--- config.mk ---
export PLATFORM = sky130hd
export DESIGN_NAME = bcd_conv_scheduler
export DESIGN_NICKNAME = d
export VERILOG_FILES = /design/src/rtl/bcd_conv_pkg.sv /design/src/rtl/bcd_conv_scheduler_dabble_step.sv /design/src/rtl/bcd_conv_scheduler.sv
export SDC_FILE = /design/constraint.sdc
export NUM_CORES = 1
export LEC_CHECK = 0
export CAP_MARGIN = 20
export CORE_MARGIN = 2
export CORE_UTILIZATION = 50
export DETAILED_ROUTE_END_ITERATION = 6
export PLACE_DENSITY = 0.81
export SLEW_MARGIN = 20
export SYNTH_ARGS = -nofsm -noshare
export SYNTH_HDL_FRONTEND = slang
export SYNTH_SLANG_ARGS = --single-unit
--- constraint.sdc ---
create_clock -name clk -period 1.8 [get_ports clk]
set_input_delay 0.45 -clock clk [delete_from_list [all_inputs] [get_ports clk]]
set_output_delay 0.45 -clock clk [all_outputs]
set_load 0.02 [all_outputs]
--- src/rtl/bcd_conv_pkg.sv ---
// Shared constants and types for the binary-to-BCD conversion scheduler.
//   DATA_W     : binary input width (fixed at 8)
//   STEPS      : shift-and-add-3 iterations per conversion
//   SCRATCH_W  : {hundreds, tens, ones, binary} working register width
//   *_LSB      : bit offsets of each digit field inside the scratch register
package bcd_conv_pkg;

  localparam int DATA_W    = 8;
  localparam int STEPS     = 8;
  localparam int ONES_W    = 4;
  localparam int TENS_W    = 4;
  localparam int HUND_W    = 2;
  localparam int SCRATCH_W = HUND_W + TENS_W + ONES_W + DATA_W;

  localparam int ONES_LSB  = DATA_W;
  localparam int TENS_LSB  = ONES_LSB + ONES_W;
  localparam int HUND_LSB  = TENS_LSB + TENS_W;

  typedef enum logic [1:0] {
    IDLE  = 2'd0,
    SHIFT = 2'd1,
    DONE  = 2'd2
  } state_e;

endpackage

--- src/rtl/bcd_conv_scheduler_dabble_step.sv ---
// One combinational shift-and-add-3 (double dabble) iteration.
//   scratch     : current {hundreds, tens, ones, binary} register
//   scratch_nxt : value after adjusting the ones/tens nibbles and shifting left 1
// The hundreds field tops out at 2 for 8-bit inputs, so it never needs adjusting.
module dabble_step
  import bcd_conv_pkg::*;
(
  input  logic [SCRATCH_W-1:0] scratch,
  output logic [SCRATCH_W-1:0] scratch_nxt
);

  // Digits entering this are 0..9, so the 4-bit sum never carries out.
  function automatic logic [3:0] add3(input logic [3:0] d);
    return (d >= 4'd5) ? d + 4'd3 : d;
  endfunction

  logic [SCRATCH_W-1:0] adj;

  always_comb begin
    adj                      = scratch;
    adj[ONES_LSB +: ONES_W]  = add3(scratch[ONES_LSB +: ONES_W]);
    adj[TENS_LSB +: TENS_W]  = add3(scratch[TENS_LSB +: TENS_W]);
    scratch_nxt              = {adj[SCRATCH_W-2:0], 1'b0};
  end

endmodule

--- src/rtl/bcd_conv_scheduler.sv ---
// Round-robin scheduler sharing one iterative binary-to-BCD converter.
//   clk, rst_n : clock and asynchronous active-low reset
//   req        : per-requester request
//   data       : requester i value at data[i*DATA_W +: DATA_W]
//   gnt        : one-cycle one-hot pulse when requester i's value is captured
//   busy       : high from capture until the result handshake completes
//   valid/ready: result handshake; id/ones/tens/hundreds hold the result
module bcd_conv_scheduler
  import bcd_conv_pkg::*;
#(
  parameter int N_REQ  = 2,
  parameter int DATA_W = bcd_conv_pkg::DATA_W
) (
  input  logic                    clk,
  input  logic                    rst_n,
  input  logic [N_REQ-1:0]        req,
  input  logic [N_REQ*DATA_W-1:0] data,
  output logic [N_REQ-1:0]        gnt,
  output logic                    busy,
  output logic                    valid,
  input  logic                    ready,
  output logic [1:0]              id,
  output logic [ONES_W-1:0]       ones,
  output logic [TENS_W-1:0]       tens,
  output logic [HUND_W-1:0]       hundreds
);

  localparam logic [2:0] LAST_STEP = 3'(STEPS - 1);

  state_e               state_q, state_d;
  logic [1:0]           ptr_q;        // index with top priority in the next arbitration
  logic [1:0]           win_q;
  logic [2:0]           cnt_q;
  logic [SCRATCH_W-1:0] scratch_q, scratch_nxt;

  logic                 found;
  logic [1:0]           win_idx;
  logic [DATA_W-1:0]    win_data;
  logic [N_REQ-1:0]     gnt_d;
  logic                 capture, last_step, accept;

  dabble_step u_step (
    .scratch     (scratch_q),
    .scratch_nxt (scratch_nxt)
  );

  // Round-robin pick: walk priorities starting at ptr_q, first active request wins.
  always_comb begin
    found    = 1'b0;
    win_idx  = '0;
    win_data = '0;
    gnt_d    = '0;
    for (int k = 0; k < N_REQ; k++) begin
      for (int i = 0; i < N_REQ; i++) begin
        if (!found && req[i] && (i == (int'(ptr_q) + k) % N_REQ)) begin
          found    = 1'b1;
          win_idx  = 2'(i);
          win_data = data[i*DATA_W +: DATA_W];
          gnt_d[i] = 1'b1;
        end
      end
    end
  end

  assign capture   = (state_q == IDLE) && found;
  assign last_step = (state_q == SHIFT) && (cnt_q == LAST_STEP);
  assign accept    = (state_q == DONE) && ready;

  always_comb begin
    state_d = state_q;
    case (state_q)
      IDLE:    if (capture)   state_d = SHIFT;
      SHIFT:   if (last_step) state_d = DONE;
      DONE:    if (accept)    state_d = IDLE;
      default:                state_d = IDLE;
    endcase
  end

  always_ff @(posedge clk or negedge rst_n) begin
    if (!rst_n) state_q <= IDLE;
    else        state_q <= state_d;
  end

  // Capture -> eight dabble steps -> hold result until accepted.
  always_ff @(posedge clk or negedge rst_n) begin
    if (!rst_n) begin
      gnt       <= '0;
      busy      <= 1'b0;
      valid     <= 1'b0;
      id        <= '0;
      ones      <= '0;
      tens      <= '0;
      hundreds  <= '0;
      ptr_q     <= '0;
      win_q     <= '0;
      cnt_q     <= '0;
      scratch_q <= '0;
    end else begin
      gnt <= '0;
      if (capture) begin
        gnt       <= gnt_d;
        busy      <= 1'b1;
        cnt_q     <= '0;
        win_q     <= win_idx;
        scratch_q <= {{(SCRATCH_W-DATA_W){1'b0}}, win_data};
        ptr_q     <= (win_idx == 2'(N_REQ - 1)) ? 2'd0 : win_idx + 2'd1;
      end
      if (state_q == SHIFT) begin
        scratch_q <= scratch_nxt;
        cnt_q     <= cnt_q + 3'd1;
        if (last_step) begin
          ones     <= scratch_nxt[ONES_LSB +: ONES_W];
          tens     <= scratch_nxt[TENS_LSB +: TENS_W];
          hundreds <= scratch_nxt[HUND_LSB +: HUND_W];
          id       <= win_q;
          valid    <= 1'b1;
        end
      end
      if (accept) begin
        valid <= 1'b0;
        busy  <= 1'b0;
      end
    end
  end

endmodule

==> results.tsv, run 1 <==
metric	value	unit
status	completed	
Cell Area, Synth	1830	µm²
cts bufs inserted	5	
Arr. time, crit path	1290	ps
chip width	64.4	µm
worst vdd ir	0.792	mV
Critical Path Fanout Max	2	
fin worst setup slack	56.8	ps
Sw Pwr	1410	µW
dpl cell area	2230	µm²
DR vias/cell	5.66	
via count	1454	
Max-Cap Viols	0	
count of input and output buffers	35	
top cell type's share of synthesized area	53.4	%
vias in the first global route	1433	
switch share	37.8	%
DRT antenna net count	0	
clock network power share	16.1	%
Total GRT Usage	19.4	%
synthesized net count	198	
Synth async-reset ratio	100	%
CP Buf/Inv Count	1	
layout cells sized above 1	13.7	%
CP endpoint kind	output port	
cell taking the most area after synthesis	dfrtp_1	
post-synthesis cell count	171	
final hold vios	0	
DIE AREA	4150	µm²
FILL cells	281	
first-pass iteration count of the detailed router	5	
DRT Wirelength	3.59	mm
Place WS	-116	ps
Clock Latency Late Sink	340	ps
CTS root buf	clkbuf_4	
DR WL/cell	14.0	µm
top cells by area, synth	dfrtp_1, o21ai_0, nand2_1, ha_1, a221oi_2	
Slew Limit Fails	0	
Leakage	0.00117	µW
Initial DRC Count	78	
critical path's top delay family	buffers and inverters	
Peak Freq	574	MHz
Seq pwr share	39.9	%
Hold Buf Count CTS	0	
CTS tree	built	
Tcrit/Tclk final	96.8	%
clk_skew	6.44	ps
nets	237	
Critical Path RT	1350	ps
initial antenna violation count	0	
Starting Density	53.5	%
FF+latch count, synth	39	
CP max stage delay	600	ps
first-pass GRT wire length	6.22	mm
remaining global-route overflow	0	
sequential area share after synthesis	53.4	%
RSZ-0062 raised after global routing	no	
number of synthesized flops with an enable pin	0	
die height	64.4	µm
Tmin final	1740	ps
type of origin of the critical path	flip-flop	
power share of the combinational group	43.9	%
GPL Wtd Cong	0.808	
final instance area	2360	µm²
row count	21	
Netlist cell types	32	
Int Pwr	2330	µW
most frequent cells after synthesis	dfrtp_1, nand2_1, o21ai_0	
H-tree lvl count	2	
Slowest-stage cell, CP	clkdlybuf4s50_1	
Synth warnings	0	
core area	3420	µm²
DRC viols	0	
DP HPWL	2.52	mm
Antenna Cells	0	
Avg Synthesized Cell Area	10.7	µm²
top_reg_cell synth	dfrtp_1	
# IOs	37	
pin count of the biggest net entering global routing	40	
min-delay worst type	input pin to asynchronous set/reset pin	
Power Density	1590	nW/µm²
Clock transition at path regs	110	ps
critical path class	flip-flop to output port	
WHS	137	ps
Power, Total	3740	µW
Syn-to-layout area delta	29.0	%
clock buffer depth	2	
TritonCTS Sinks	39	
top-count cell post-synth	dfrtp_1	
worst-path cell chain	clkdlybuf4s50_1	
Setup Viol. Count Final	0	
## flip-flops by register name (all words and copies together) (netlist names)
register and flops:
scratch_q 17, ones 4, tens 4, cnt_q 3
gnt 2, hundreds 2, state_q 2, busy 1
id 1, ptr_q 1, valid 1, win_q 1
## what timing repair did
| action | CTS | global route |
|---|---|---|
| buffers inserted | 0 | 0 |
| endpoints found under the setup margin | 1 | 15 |
| resized for setup | 1 | 14 |
## through the flow
step	instances	setup TNS, ps	util [%]
6_report	257	0	69.0
5_1_grt	257	0	69.0
4_1_cts	257	0	67.9
3_5_place_dp	249	-456	65.4
3_3_place_gp	249	-81.7	65.4
2_1_floorplan	171	0	-
## cell families after synthesis
group	synth area share, %
AO/OA/AOI/OAI	21.4
AND/OR/NAND/NOR	12.5
flip-flops	53.4
buffers and inverters	3.77
adder cells (fa/ha/maj)	4.11
multiplexers	3.63
XOR/XNOR	0.959
other	0.205
## final timing paths
path | from | end | slack [ps] | cells past startpoint
min reg2reg | ones[3] | ones[3] | 490 | 2
max | id[0] | id[0] | 60 | 1
min in group clk | ones[3] | ones[3] | 490 | 2
max in group asynchronous | rst_n | state_q[1] | 1330 | 2
min | rst_n | valid | 140 | 2
max reg2reg | scratch_q[12] | scratch_q[14] | 140 | 6
## final cells by class
class | instances | area [µm²] | area share (%)
timing repair buffer | 40 | 422 | 17.9
sequential | 39 | 976 | 41.4
clock buffer | 6 | 51.3 | 2.18
inverter | 6 | 22.5 | 0.956
multi-input combinational | 118 | 792 | 33.6
tap | 46 | 57.6 | 2.44
clock inverter | 2 | 35.0 | 1.49
## metal layers
layer  wire length [µm]  GRT usage (%)  vias up
li1                   -              -      681
met1               1500           23.7      718
met2               1830           32.0       51
met3                228           5.73        4
met4                 31           8.24        0
met5                  0              0        -
## power by group through the flow
stage,Clock (µW),Sequential [µW],Combinational [µW]
2_1_floorplan,0,1610,968
3_3_place_gp,0,1490,1580
3_5_place_dp,0,1510,1650
4_1_cts,618,1490,1660
5_1_grt,661,1550,1820
6_report,603,1490,1640
## layout by cell type, fill, tap and decap left out, types with 3 or more instances in the layout
cell type        synthesis  routed
clkdlybuf4s50_1          0      22
dlymetal6s2s_1           0      11
a22oi_1                  6       6
clkbuf_4                 0       5
o21ai_0                 19      19
nand2b_1                 4       4
nor3b_1                  4       4
inv_1                    6       6
a21oi_1                 10       8
buf_4                    3       4
a22o_1                   4       4
dfrtp_1                 39      39
o31ai_1                  5       5
o21ai_1                  3       3
nor2_1                   7       7
ha_1                     6       5
nor3_1                   3       3
a221oi_2                 4       4
mux2_2                   5       5
nand2_1                 21      21
(Power assumes the default switching activity.)
==> run 2: changes to the inputs <==
CTS_CLUSTER_DIAMETER = 30   (was unset)
==> results of run 2 <==
The final DEF is identical to that of run 1; final timing and power are the same.
==> run 3: changes to the inputs <==
ABC_AREA = 1   (was unset)
PLACE_DENSITY = 0.8   (was 0.81)
==> results.tsv, run 3 <==
metric	value	unit
Peak Freq	577	MHz
Post-CTS Setup Inserts	0	
clock buffer depth	2	
type of origin of the critical path	flip-flop	
DP HPWL	3.03	mm
worst vdd ir	0.826	mV
sequential area share after synthesis	50.2	%
Slowest-stage cell, CP	clkdlybuf4s50_1	
DR WL/cell	12.4	µm
post-synthesis cell count	241	
most frequent cells in the layout	nand2_1, nand3_1, dfrtp_1, clkdlybuf4s50_1, inv_1	
via count	1679	
Clock Latency Late Sink	290	ps
DR vias/cell	5.06	
Max-Cap Viols	0	
Antenna Cells	0	
critical path's top delay family	buffers and inverters	
Clock transition at path regs	70	ps
biggest registers after layout	scratch_q: 17 flops, ones: 4 flops, tens: 4 flops	
max FFs per register	17	
first-pass iteration count of the detailed router	4	
CTS resizes	0	
Tcrit/Tclk final	96.3	%
Netlist cell types	20	
FILL cells	302	
DP Cell Count	324	
Synth warnings	0	
GPL Wtd Cong	0.804	
number of synthesized flops with an enable pin	0	
CP Buf/Inv Count	1	
Synth async-reset ratio	100	%
Arr. time, crit path	1280	ps
min-delay worst type	input pin to asynchronous set/reset pin	
DRC viols	0	
Starting Density	52.7	%
top-count cell post-synth	nand2_1	
Critical Path Fanout Max	2	
# IOs	37	
worst-path cell chain	clkdlybuf4s50_1	
Critical Path RT	1350	ps
Syn-to-layout area delta	27.4	%
initial antenna violation count	0	
top cells by area, synth	dfrtp_1, nand2_1, nand3_1, ha_1, inv_1	
row count	22	
DRT Wirelength	4.13	mm
CTS root buf	clkbuf_8	
FF+latch count, synth	39	
cts bufs inserted	5	
RSZ-0062 raised after global routing	no	
TritonCTS Sinks	39	
remaining global-route overflow	0	
top cell type's share of synthesized area	50.2	%
clk_skew	4.24	ps
Power Density	1760	nW/µm²
CP max stage delay	630	ps
Cell Area, Synth	1940	µm²
Avg Synthesized Cell Area	8.07	µm²
core area	3690	µm²
critical path class	flip-flop to output port	
status	completed	
Setup Viol. Count Final	0	
cell taking the most area after synthesis	dfrtp_1	
chip width	66.4	µm
Power, Total	4360	µW
Hold Buf Count CTS	0	
most frequent cells after synthesis	nand2_1, nand3_1, dfrtp_1	
die height	66.4	µm
CTS tree	built	
count of input and output buffers	35	
Most flops, register	scratch_q	
top_reg_cell synth	dfrtp_1	
H-tree lvl count	2	
Total GRT Usage	22.2	%
pin count of the biggest net entering global routing	21	
Leakage	0.00129	µW
layout cells sized above 1	9.51	%
Initial DRC Count	117	
DRT antenna net count	0	
first-pass GRT wire length	7.22	mm
final instance area	2480	µm²
synthesized net count	268	
commonest non-fill, non-tap cell in the layout	nand2_1	
final hold vios	0	
Slew Limit Fails	0	
Worst Reg-to-Reg Cells	8	
fin util	67.2	%
dpl cell area	2360	µm²
DIE AREA	4400	µm²
Tmin final	1730	ps
CP endpoint kind	output port	
Crit path depth	1	
vias in the first global route	1575	
nets	310	
non-filler cells, final	332	
setup tns final	0	ps
-- run 3: worst paths after layout --
path	end	from	slack, ps
setup / recovery	tens[2]	tens[2]	70
hold / removal	scratch_q[5]	rst_n	110
setup reg to reg	scratch_q[14]	scratch_q[12]	270
hold reg to reg	cnt_q[0]	cnt_q[0]	480
max in group asynchronous	hundreds[0]	rst_n	1220
min in group clk	cnt_q[0]	cnt_q[0]	480
-- run 3: cells by family after synthesis --
kind of cell / share of synthesized area, %
and+or+nand+nor: 35.1
DFF: 50.2
buffers and inverters: 7.08
AOI/OAI and AO/OA: 3.60
adders and majority gates: 3.86
other: 0.193
-- run 3: layout make-up --
class / instances / area, µm² / area share (%)
clock buffer: 6 / 82.6 / 3.33
multi-input combinational: 175 / 831 / 33.5
inverter: 18 / 67.6 / 2.73
clock inverter: 2 / 35.0 / 1.41
timing repair buffer: 44 / 425 / 17.2
sequential: 39 / 976 / 39.4
tap: 48 / 60.1 / 2.42
-- run 3: metrics by stage --
stage | setup WS (ps) | hold slack, ps
2_1_floorplan | 493 | 154
3_3_place_gp | 84.1 | 430
3_5_place_dp | 57.7 | 436
4_1_cts | 65.8 | 120
5_1_grt | 15.2 | 133
6_report | 65.8 | 110
-- run 3: report_power, final --
part	internal, µW	leakage [µW]	total, µW	switching, µW
clock network	448	0.0000612	747	299
registers	1270	0.000484	1510	238
logic	848	0.000741	2110	1260
total	2560	0.00129	4360	1800
-- run 3: per-layer routing --
layer	wire [µm]	vias up	GRT usage, %
met5	0	-	0
met3	118	8	4.09
met2	2010	32	35.9
met4	100	0	11.5
met1	1900	785	28.2
li1	-	854	-
